**src/rtl/tube_p_bridge.sv**
```systemverilog
// tube_p_bridge: parasite-side bridge from the core's one-cycle request port
// to the tube's timed p_cs_b / p_rd_b / p_wr_b strobes, plus synchronisers
// for the tube's open-drain NMI and IRQ lines.
//
// Optional feature: define TUBE_P_BRIDGE_POSTED_WRITE_EN to acknowledge
// writes in the first SETUP cycle. busy still covers the whole access.
// Reads are not affected.
module tube_p_bridge #(
    parameter int unsigned SETUP_CYC   = 1,
    parameter int unsigned STROBE_CYC  = 2,
    parameter int unsigned HOLD_CYC    = 1,
    parameter int unsigned SYNC_STAGES = 2
) (
    input  logic       p_clk,
    input  logic       p_rst_b,
    input  logic       req,
    input  logic       we,
    input  logic [2:0] addr,
    input  logic [7:0] wdata,
    output logic [7:0] rdata,
    output logic       ack,
    output logic       busy,
    output logic [2:0] p_addr,
    output logic       p_cs_b,
    output logic       p_rd_b,
    output logic       p_wr_b,
    output logic [7:0] p_data_o,
    output logic       p_data_oe,
    input  logic [7:0] p_data_i,
    input  logic       p_nmi_b_in,
    input  logic       p_irq_b_in,
    output logic       nmi_req,
    output logic       irq_level
);

`ifdef TUBE_P_BRIDGE_POSTED_WRITE_EN
    localparam bit POSTED = 1'b1;
`else
    localparam bit POSTED = 1'b0;
`endif

    // The counter holds "cycles left minus one", so each state is loaded
    // with its length less one and is left when the counter reads zero.
    localparam logic [3:0] SETUP_LD  = 4'(SETUP_CYC - 1);
    localparam logic [3:0] STROBE_LD = 4'(STROBE_CYC - 1);
    localparam logic [3:0] HOLD_LD   = 4'(HOLD_CYC - 1);

    typedef enum logic [1:0] {
        ST_IDLE   = 2'd0,
        ST_SETUP  = 2'd1,
        ST_STROBE = 2'd2,
        ST_HOLD   = 2'd3
    } state_t;

    // ------------------------------------------------------------------
    // Access FSM registers and their next-state values
    // ------------------------------------------------------------------
    state_t     r_state;
    logic [3:0] r_cnt;
    logic       r_we;
    logic [2:0] r_addr;
    logic       r_cs_b;
    logic       r_rd_b;
    logic       r_wr_b;
    logic [7:0] r_data_o;
    logic       r_data_oe;
    logic [7:0] r_rdata;
    logic       r_ack;
    logic       r_busy;

    state_t     w_state_nxt;
    logic [3:0] w_cnt_nxt;
    logic       w_we_nxt;
    logic [2:0] w_addr_nxt;
    logic       w_cs_b_nxt;
    logic       w_rd_b_nxt;
    logic       w_wr_b_nxt;
    logic [7:0] w_data_o_nxt;
    logic       w_data_oe_nxt;
    logic [7:0] w_rdata_nxt;
    logic       w_ack_nxt;
    logic       w_busy_nxt;

    // Next-state and next-output decode for the access sequencer.
    always_comb begin
        // NOTE: every signal gets a default first so no path leaves it
        // unassigned; otherwise synthesis would infer a latch.
        w_state_nxt   = r_state;
        w_cnt_nxt     = r_cnt;
        w_we_nxt      = r_we;
        w_addr_nxt    = r_addr;
        w_cs_b_nxt    = r_cs_b;
        w_rd_b_nxt    = r_rd_b;
        w_wr_b_nxt    = r_wr_b;
        w_data_o_nxt  = r_data_o;
        w_data_oe_nxt = r_data_oe;
        w_rdata_nxt   = r_rdata;
        w_ack_nxt     = 1'b0;
        w_busy_nxt    = r_busy;

        case (r_state)
            ST_IDLE: begin
                // busy is low throughout IDLE, so IDLE alone gates acceptance.
                if (req) begin
                    w_state_nxt = ST_SETUP;
                    w_cnt_nxt   = SETUP_LD;
                    w_we_nxt    = we;
                    w_addr_nxt  = addr;
                    w_cs_b_nxt  = 1'b0;
                    w_busy_nxt  = 1'b1;
                    if (we) begin
                        w_data_oe_nxt = 1'b1;
                        w_data_o_nxt  = wdata;
                    end
                    w_ack_nxt = POSTED && we;
                end
            end

            ST_SETUP: begin
                if (r_cnt == 4'd0) begin
                    w_state_nxt = ST_STROBE;
                    w_cnt_nxt   = STROBE_LD;
                    if (r_we) w_wr_b_nxt = 1'b0;
                    else      w_rd_b_nxt = 1'b0;
                end else begin
                    w_cnt_nxt = r_cnt - 4'd1;
                end
            end

            ST_STROBE: begin
                if (r_cnt == 4'd0) begin
                    // The strobe rises with cs/addr/data still stable; a read
                    // samples the pad on that same edge.
                    w_state_nxt = ST_HOLD;
                    w_cnt_nxt   = HOLD_LD;
                    w_rd_b_nxt  = 1'b1;
                    w_wr_b_nxt  = 1'b1;
                    if (!r_we) w_rdata_nxt = p_data_i;
                end else begin
                    w_cnt_nxt = r_cnt - 4'd1;
                end
            end

            ST_HOLD: begin
                if (r_cnt == 4'd0) begin
                    w_state_nxt   = ST_IDLE;
                    w_cnt_nxt     = 4'd0;
                    w_cs_b_nxt    = 1'b1;
                    w_data_oe_nxt = 1'b0;
                    w_busy_nxt    = 1'b0;
                    // A posted write has already been acknowledged.
                    w_ack_nxt     = !(POSTED && r_we);
                end else begin
                    w_cnt_nxt = r_cnt - 4'd1;
                end
            end

            default: begin
                w_state_nxt = ST_IDLE;
            end
        endcase
    end

    // State and output registers; a tube reset drops every strobe at once.
    always_ff @(posedge p_clk or negedge p_rst_b) begin
        if (!p_rst_b) begin
            r_state   <= ST_IDLE;
            r_cnt     <= 4'd0;
            r_we      <= 1'b0;
            r_addr    <= 3'd0;
            r_cs_b    <= 1'b1;
            r_rd_b    <= 1'b1;
            r_wr_b    <= 1'b1;
            r_data_o  <= 8'd0;
            r_data_oe <= 1'b0;
            r_rdata   <= 8'd0;
            r_ack     <= 1'b0;
            r_busy    <= 1'b0;
        end else begin
            // NOTE: non-blocking assignments so every register updates from
            // values sampled before the edge, independent of statement order.
            r_state   <= w_state_nxt;
            r_cnt     <= w_cnt_nxt;
            r_we      <= w_we_nxt;
            r_addr    <= w_addr_nxt;
            r_cs_b    <= w_cs_b_nxt;
            r_rd_b    <= w_rd_b_nxt;
            r_wr_b    <= w_wr_b_nxt;
            r_data_o  <= w_data_o_nxt;
            r_data_oe <= w_data_oe_nxt;
            r_rdata   <= w_rdata_nxt;
            r_ack     <= w_ack_nxt;
            r_busy    <= w_busy_nxt;
        end
    end

    assign p_addr    = r_addr;
    assign p_cs_b    = r_cs_b;
    assign p_rd_b    = r_rd_b;
    assign p_wr_b    = r_wr_b;
    assign p_data_o  = r_data_o;
    assign p_data_oe = r_data_oe;
    assign rdata     = r_rdata;
    assign ack       = r_ack;
    assign busy      = r_busy;

    // ------------------------------------------------------------------
    // Interrupt synchronisers
    // ------------------------------------------------------------------
    logic [SYNC_STAGES-1:0] r_nmi_sync;
    logic [SYNC_STAGES-1:0] r_irq_sync;
    logic [SYNC_STAGES-1:0] r_sync_fill;
    logic                   r_nmi_prev;
    logic                   r_nmi_req;
    logic                   r_irq_level;

    logic w_nmi_s;
    logic w_irq_s;
    logic w_sync_valid;

    assign w_nmi_s      = r_nmi_sync[SYNC_STAGES-1];
    assign w_irq_s      = r_irq_sync[SYNC_STAGES-1];
    // The chain output is a real sample (not reset residue) once a 1 has
    // walked through the fill register alongside it.
    assign w_sync_valid = r_sync_fill[SYNC_STAGES-1];

    // Shift the pads through the synchronisers and detect the NMI fall.
    always_ff @(posedge p_clk or negedge p_rst_b) begin
        if (!p_rst_b) begin
            // NOTE: synchroniser flops reset to the idle (pulled-up) level so
            // reset release never looks like an interrupt edge.
            r_nmi_sync  <= '1;
            r_irq_sync  <= '1;
            r_sync_fill <= '0;
            // Cleared so an NMI already low at reset release is treated as
            // an old level rather than a new edge.
            r_nmi_prev  <= 1'b0;
            r_nmi_req   <= 1'b0;
            r_irq_level <= 1'b0;
        end else begin
            r_nmi_sync  <= {r_nmi_sync[SYNC_STAGES-2:0], p_nmi_b_in};
            r_irq_sync  <= {r_irq_sync[SYNC_STAGES-2:0], p_irq_b_in};
            r_sync_fill <= {r_sync_fill[SYNC_STAGES-2:0], 1'b1};
            r_nmi_prev  <= w_sync_valid ? w_nmi_s : 1'b0;
            r_nmi_req   <= w_sync_valid && r_nmi_prev && !w_nmi_s;
            r_irq_level <= !w_irq_s;
        end
    end

    assign nmi_req   = r_nmi_req;
    assign irq_level = r_irq_level;

endmodule

```
**config.mk**
```make
export PLATFORM = sky130hd
export DESIGN_NAME = tube_p_bridge
export DESIGN_NICKNAME = d
export VERILOG_FILES = /design/src/rtl/tube_p_bridge.sv
export SDC_FILE = /design/constraint.sdc
export NUM_CORES = 1
export LEC_CHECK = 0
export ABC_AREA = 1
export CAP_MARGIN = 20
export CORE_MARGIN = 2
export CORE_UTILIZATION = 42
export CTS_CLUSTER_SIZE = 14
export DETAILED_ROUTE_END_ITERATION = 10
export HOLD_SLACK_MARGIN = 0.08
export PLACE_DENSITY_LB_ADDON = 0.1
export SKIP_CTS_REPAIR_TIMING = 1
export SLEW_MARGIN = 20
export SYNTH_ARGS = -nofsm -noshare
export SYNTH_HDL_FRONTEND = slang
export SYNTH_SLANG_ARGS = --single-unit
```
**constraint.sdc**
```tcl
create_clock -name p_clk -period 1.3 [get_ports p_clk]
set_input_delay 0.26 -clock p_clk [delete_from_list [all_inputs] [get_ports p_clk]]
set_output_delay 0.26 -clock p_clk [all_outputs]
set_load 0.01 [all_outputs]
```
=== Word-level counts from Yosys, hierarchy flattened ===
Cells that the tools add are included.

* Flip-flop bits (word level): 41
* Bits of input ports: 25
* Output and inout port bits: 27

* Add/sub/neg operators: 1
* Eq/ne operators: 10
* Muxes and demuxes: 27
* Bitwise logic cells: 1
* Reduce and logical (&&, ||, !) cells: 17

{| class="wikitable"
|+ Operators with widths
! cell !! number
|-
| $reduce_and 4->1 || 4
|-
| $ne 2x2->1 const B || 7
|-
| $mux 1 || 13
|-
| $mux 4 || 3
|-
| $pmux 4 s3 || 1
|-
| $pmux 1 s2 || 5
|-
| $reduce_and 3->1 || 3
|-
| $mux 2 || 4
|-
| $pmux 2 s4 || 1
|-
| $eq 2x2->1 const B || 2
|-
| $logic_not 4->1 || 1
|-
| $reduce_bool 2->1 || 2
|-
| $sub 4x1->4 const B || 1
|-
| $eq 2x1->1 const B || 1
|-
| $logic_and 1x1->1 || 2
|-
| $logic_not 1->1 || 2
|-
| $logic_not 2->1 || 1
|-
| $reduce_and 2->1 || 1
|-
| $reduce_or 2->1 || 1
|-
| $not 1->1 || 1
|}

=== Longest topological paths before layout ===
* Depth in word-level cells: 3
* Mapped depth: 8
* Mapped depth without buffers: 8

=== Least setup slack after synthesis ===
Ideal clock, no wire load.

* Path kind: register -> register
* Start point: register r_cnt[0]
* End point: register r_rdata[1] (netlist: rdata[1])
* Arrival time: 1.237 ns
* Data required time: 1.182 ns
* Slack: -0.054 ns
* Cell stages (with the launch flop): 9
* Period minus slack after synthesis: 1.354 ns
* Path through: dfrtp_1 inv_1 ha_1 nand2_2 nor2_4 nand3_4 buf_6 nand2_1 o21ai_2

* Longest elaborated chain between the ends: 2

{| class="wikitable"
|+ RTL lines
! what !! RTL line !! text
|-
| from (decl) || 59 || <nowiki>logic [3:0] r_cnt;</nowiki>
|-
| from (signal assigned) || 183 || <nowiki>r_cnt <= w_cnt_nxt;</nowiki>
|-
| $logic_not 4->1 || 131 || <nowiki>if (r_cnt == 4'd0) begin</nowiki>
|-
| $reduce_and 3->1 (no line) || -- ||
|-
| to (signal assigned) || 191 || <nowiki>r_rdata <= w_rdata_nxt;</nowiki>
|-
| to (decl) || 67 || <nowiki>logic [7:0] r_rdata;</nowiki>
|}

No other way between the ends.
A chain may end at the register's enable or synchronous reset.

=== Worst setup path after layout ===
* Start point: register r_state[1]
* End point: register r_data_o[0] (netlist: p_data_o[0])

* Longest elaborated chain between the ends: 2

{| class="wikitable"
|+ RTL lines
! what !! RTL line !! text
|-
| from (decl) || 58 || <nowiki>state_t r_state;</nowiki>
|-
| from (signal assigned) || 182 || <nowiki>r_state <= w_state_nxt;</nowiki>
|-
| $logic_not 2->1 || 101 || <nowiki>case (r_state)</nowiki>
|-
| $reduce_and 3->1 (no line) || -- ||
|-
| to (signal assigned) || 189 || <nowiki>r_data_o <= w_data_o_nxt;</nowiki>
|-
| to (decl) || 65 || <nowiki>logic [7:0] r_data_o;</nowiki>
|}

No other way between the ends.

==> flow_metrics.env <==
export IMPL_rsz0062_at_grt="true"
export IMPL_route_detailed_drc=0
export IMPL_slowest_stage="dfrtp_2"
export IMPL_antenna_cells=0
export IMPL_place_ws_ns=-0.125
export IMPL_fp_row_count=23
export IMPL_antenna_found_initial=0
export IMPL_switching_share=0.408
export IMPL_cts_htree_levels=2
export IMPL_final_common_cell="nand2_1"
export IMPL_layout_nets=307
export IMPL_die_area_um2=4830
export IMPL_final_cell_mix="46 x nand2_1, 33 x dfrtp_1, 26 x dlymetal6s2s_1"
export IMPL_max_stage_delay_ns=0.44
export IMPL_gp_congestion=0.797
export IMPL_dpl_hpwl_um=2720
export IMPL_cp_required_ns=1.54
export IMPL_drive_gt1_frac=0.388
export IMPL_crit_chain="inv_2, buf_6, ha_4, nand2_4, inv_8, buf_6, nand3_2, nand2_1"
export IMPL_cpMostUsedCell="buf_6"
export IMPL_p_sw_uw=2870
export IMPL_drtIter0Drc=63
export IMPL_setup_viol=27
export IMPL_power_uw=7020
export IMPL_peakVddDrop_mv=1.27
export IMPL_clk_pin_slew_ns=0.08
export IMPL_numPortBuffers=51
export IMPL_setup_slack_ns=-0.0795
export IMPL_sequentialPowerShare=0.296
export IMPL_numCtsBuffers=5
export IMPL_maxCapViolCount=0
export IMPL_min_period_ns=1.38
export IMPL_synth_seq_area_share=0.574
export IMPL_design_area_um2=3040
export IMPL_yosys_top_cells_area="dfrtp_1 47%, nand2_1 14%, dfstp_2 10%"
export IMPL_yosys_area_top_type_share=0.472
export IMPL_clk_latency_ns=0.30
export IMPL_ys_ff_latch=41
export IMPL_leakagePower_uw=0.00173
export IMPL_num_io_pins=52
export IMPL_grt_pass1_vias=1414
export IMPL_die_x_um=69.5
export IMPL_synthToLayoutAreaGrowth_pct=68.8
export IMPL_drt_pass1_iter_count=4
export IMPL_syn_nets=224
export IMPL_multi_input_area_um2=938
export IMPL_status="finished, violations left"
export IMPL_r2r_setup_slack_ns=-0.08
export IMPL_hold_class="flop to flop"
export IMPL_grt_pass1_wl_um=6210
export IMPL_clockRootBuffer="clkbuf_8"
export IMPL_combPwrFrac=0.577
export IMPL_cp_end_kind="flop"
export IMPL_crit_type="flop to flop"
export IMPL_slew_viol_final=0
export IMPL_synth_area_um2=1800
export IMPL_dr_total_vias=1586
export IMPL_finalHoldViolations=0
export IMPL_track_usage=0.162
export IMPL_seq_area_um2=1040
export IMPL_violations="setup timing"
export IMPL_clock_path_buffers=2
export IMPL_cp_start_kind="flop"
export IMPL_place_area_um2=2510
export IMPL_avgSynthCellArea_um2=9.38
export IMPL_cpLargestDelayFamily="flip-flops"
export IMPL_ys_types=21
export IMPL_max_freq_mhz=725
export IMPL_core_um2=4060
export IMPL_synthCells=192
export IMPL_arrival_ns=1.62
export IMPL_cts_tree="built"
export IMPL_initial_core_util=0.444
export IMPL_internal_power_uw=4160
export IMPL_yosys_warnings=0
export IMPL_synth_area_leader_cell="dfrtp_1"
export IMPL_die_y_um=69.5
export IMPL_period_share=1.06
export IMPL_path_max_fanout=8
export IMPL_n_fill_cell=295
export IMPL_fin_worst_skew_ns=0.00515
export IMPL_grt_max_degree=31
export IMPL_grt_ovfl_total=0
export IMPL_ant_nets=0
export IMPL_power_density_nw_per_um2=2310
export IMPL_cp_buffers_inverters=4
export IMPL_vias_per_cell=4.87
export IMPL_wl_per_cell_um=14.3
export IMPL_pwr_share_clk=0.127
export IMPL_drt_total_wl_um=4650
export IMPL_clock_sinks=41
registers in the layout, indices dropped and copies added, names as in the netlist:
name / flops
r_nmi_sync: 2
r_state: 2
r_cnt: 4
p_data_o: 8
irq_level: 1
r_we: 1
nmi_req: 1
ack: 1
p_cs_b: 1
p_wr_b: 1
p_data_oe: 1
p_addr: 3
r_sync_fill: 2
rdata: 8
r_irq_sync: 2
r_nmi_prev: 1
p_rd_b: 1
busy: 1
through the flow:
step	instances	hold WS [ns]	setup TNS, ns	utilization
2_1_floorplan	192	-0.0356	-0.0123	-
3_3_place_gp	308	0.160	-1.46	0.618
3_5_place_dp	308	0.164	-2.29	0.618
4_1_cts	316	-0.162	-7.59	0.642
5_1_grt	326	0.357	-2.80	0.750
6_report	326	0.353	-0.842	0.750
power by group through the flow:
stage	combinational (uW)	sequential (uW)	clock [uW]
2_1_floorplan	1490	2200	0
3_3_place_gp	2950	2060	0
3_5_place_dp	3000	2060	0
4_1_cts	3010	2050	908
5_1_grt	4400	2130	951
6_report	4050	2080	890
final timing paths:
| path | startpoint | end | depth (start not counted) |
|---|---|---|---|
| min in group asynchronous | p_rst_b | r_cnt[1]$_DFFE_PN0P_ | 2 |
| hold / removal | r_sync_fill[0]$_DFF_PN0_ | r_sync_fill[1]$_DFF_PN0_ | 0 |
| setup reg to reg | r_state[1]$_DFFE_PN0P_ | p_data_o[0]$_DFFE_PN0P_ | 8 |
| max in group asynchronous | p_rst_b | r_nmi_sync[1]$_DFF_PN1_ | 3 |
| setup / recovery | r_state[1]$_DFFE_PN0P_ | p_data_o[0]$_DFFE_PN0P_ | 8 |
| hold reg to reg | r_sync_fill[0]$_DFF_PN0_ | r_sync_fill[1]$_DFF_PN0_ | 0 |
cell usage after synthesis:
master    count
a21oi_1       4
buf_4         2
buf_6         1
conb_1        1
dfrtp_1      34
dfstp_2       7
ha_1          7
inv_1        20
inv_2         2
nand2_1      65
nand2_2       6
nand3_1      14
nand3_4       1
nand3b_1      2
nand4_1       2
nor2_1        6
nor2_4        1
o21ai_0       5
o21ai_1       3
o21ai_2       8
or2_2         1
worst register-to-register path, delay by kind of cell (launching register included):
family,cells,cell delay [ns]
adder cells (fa/ha/maj),1,0.23
buffers and inverters,4,0.41
flip-flops,1,0.44
AND/OR/NAND/NOR,3,0.23
per-layer routing:
layer,GRT usage,wire length [um]
met1,0.201,1980
met2,0.264,2350
met3,0.0538,237
met4,0.0588,81
met5,0,0
layout make-up:
type                    count  share of cell area
multi-input cells         128               0.309
flip-flops and latches     41               0.341
clock buffers               6              0.0271
well taps                  50              0.0206
clock inverters             2             0.00452
repair buffers             77               0.269
inverters                  22              0.0296
cells by family after synthesis:
group / after synthesis / share of synthesized area
compound gates: 20 / 0.0722
buf+inv: 25 / 0.0604
other cells: 1 / 0.00208
fa+ha+maj: 7 / 0.0486
flops: 41 / 0.574
simple gates: 98 / 0.242
(Power assumes the default switching activity.)
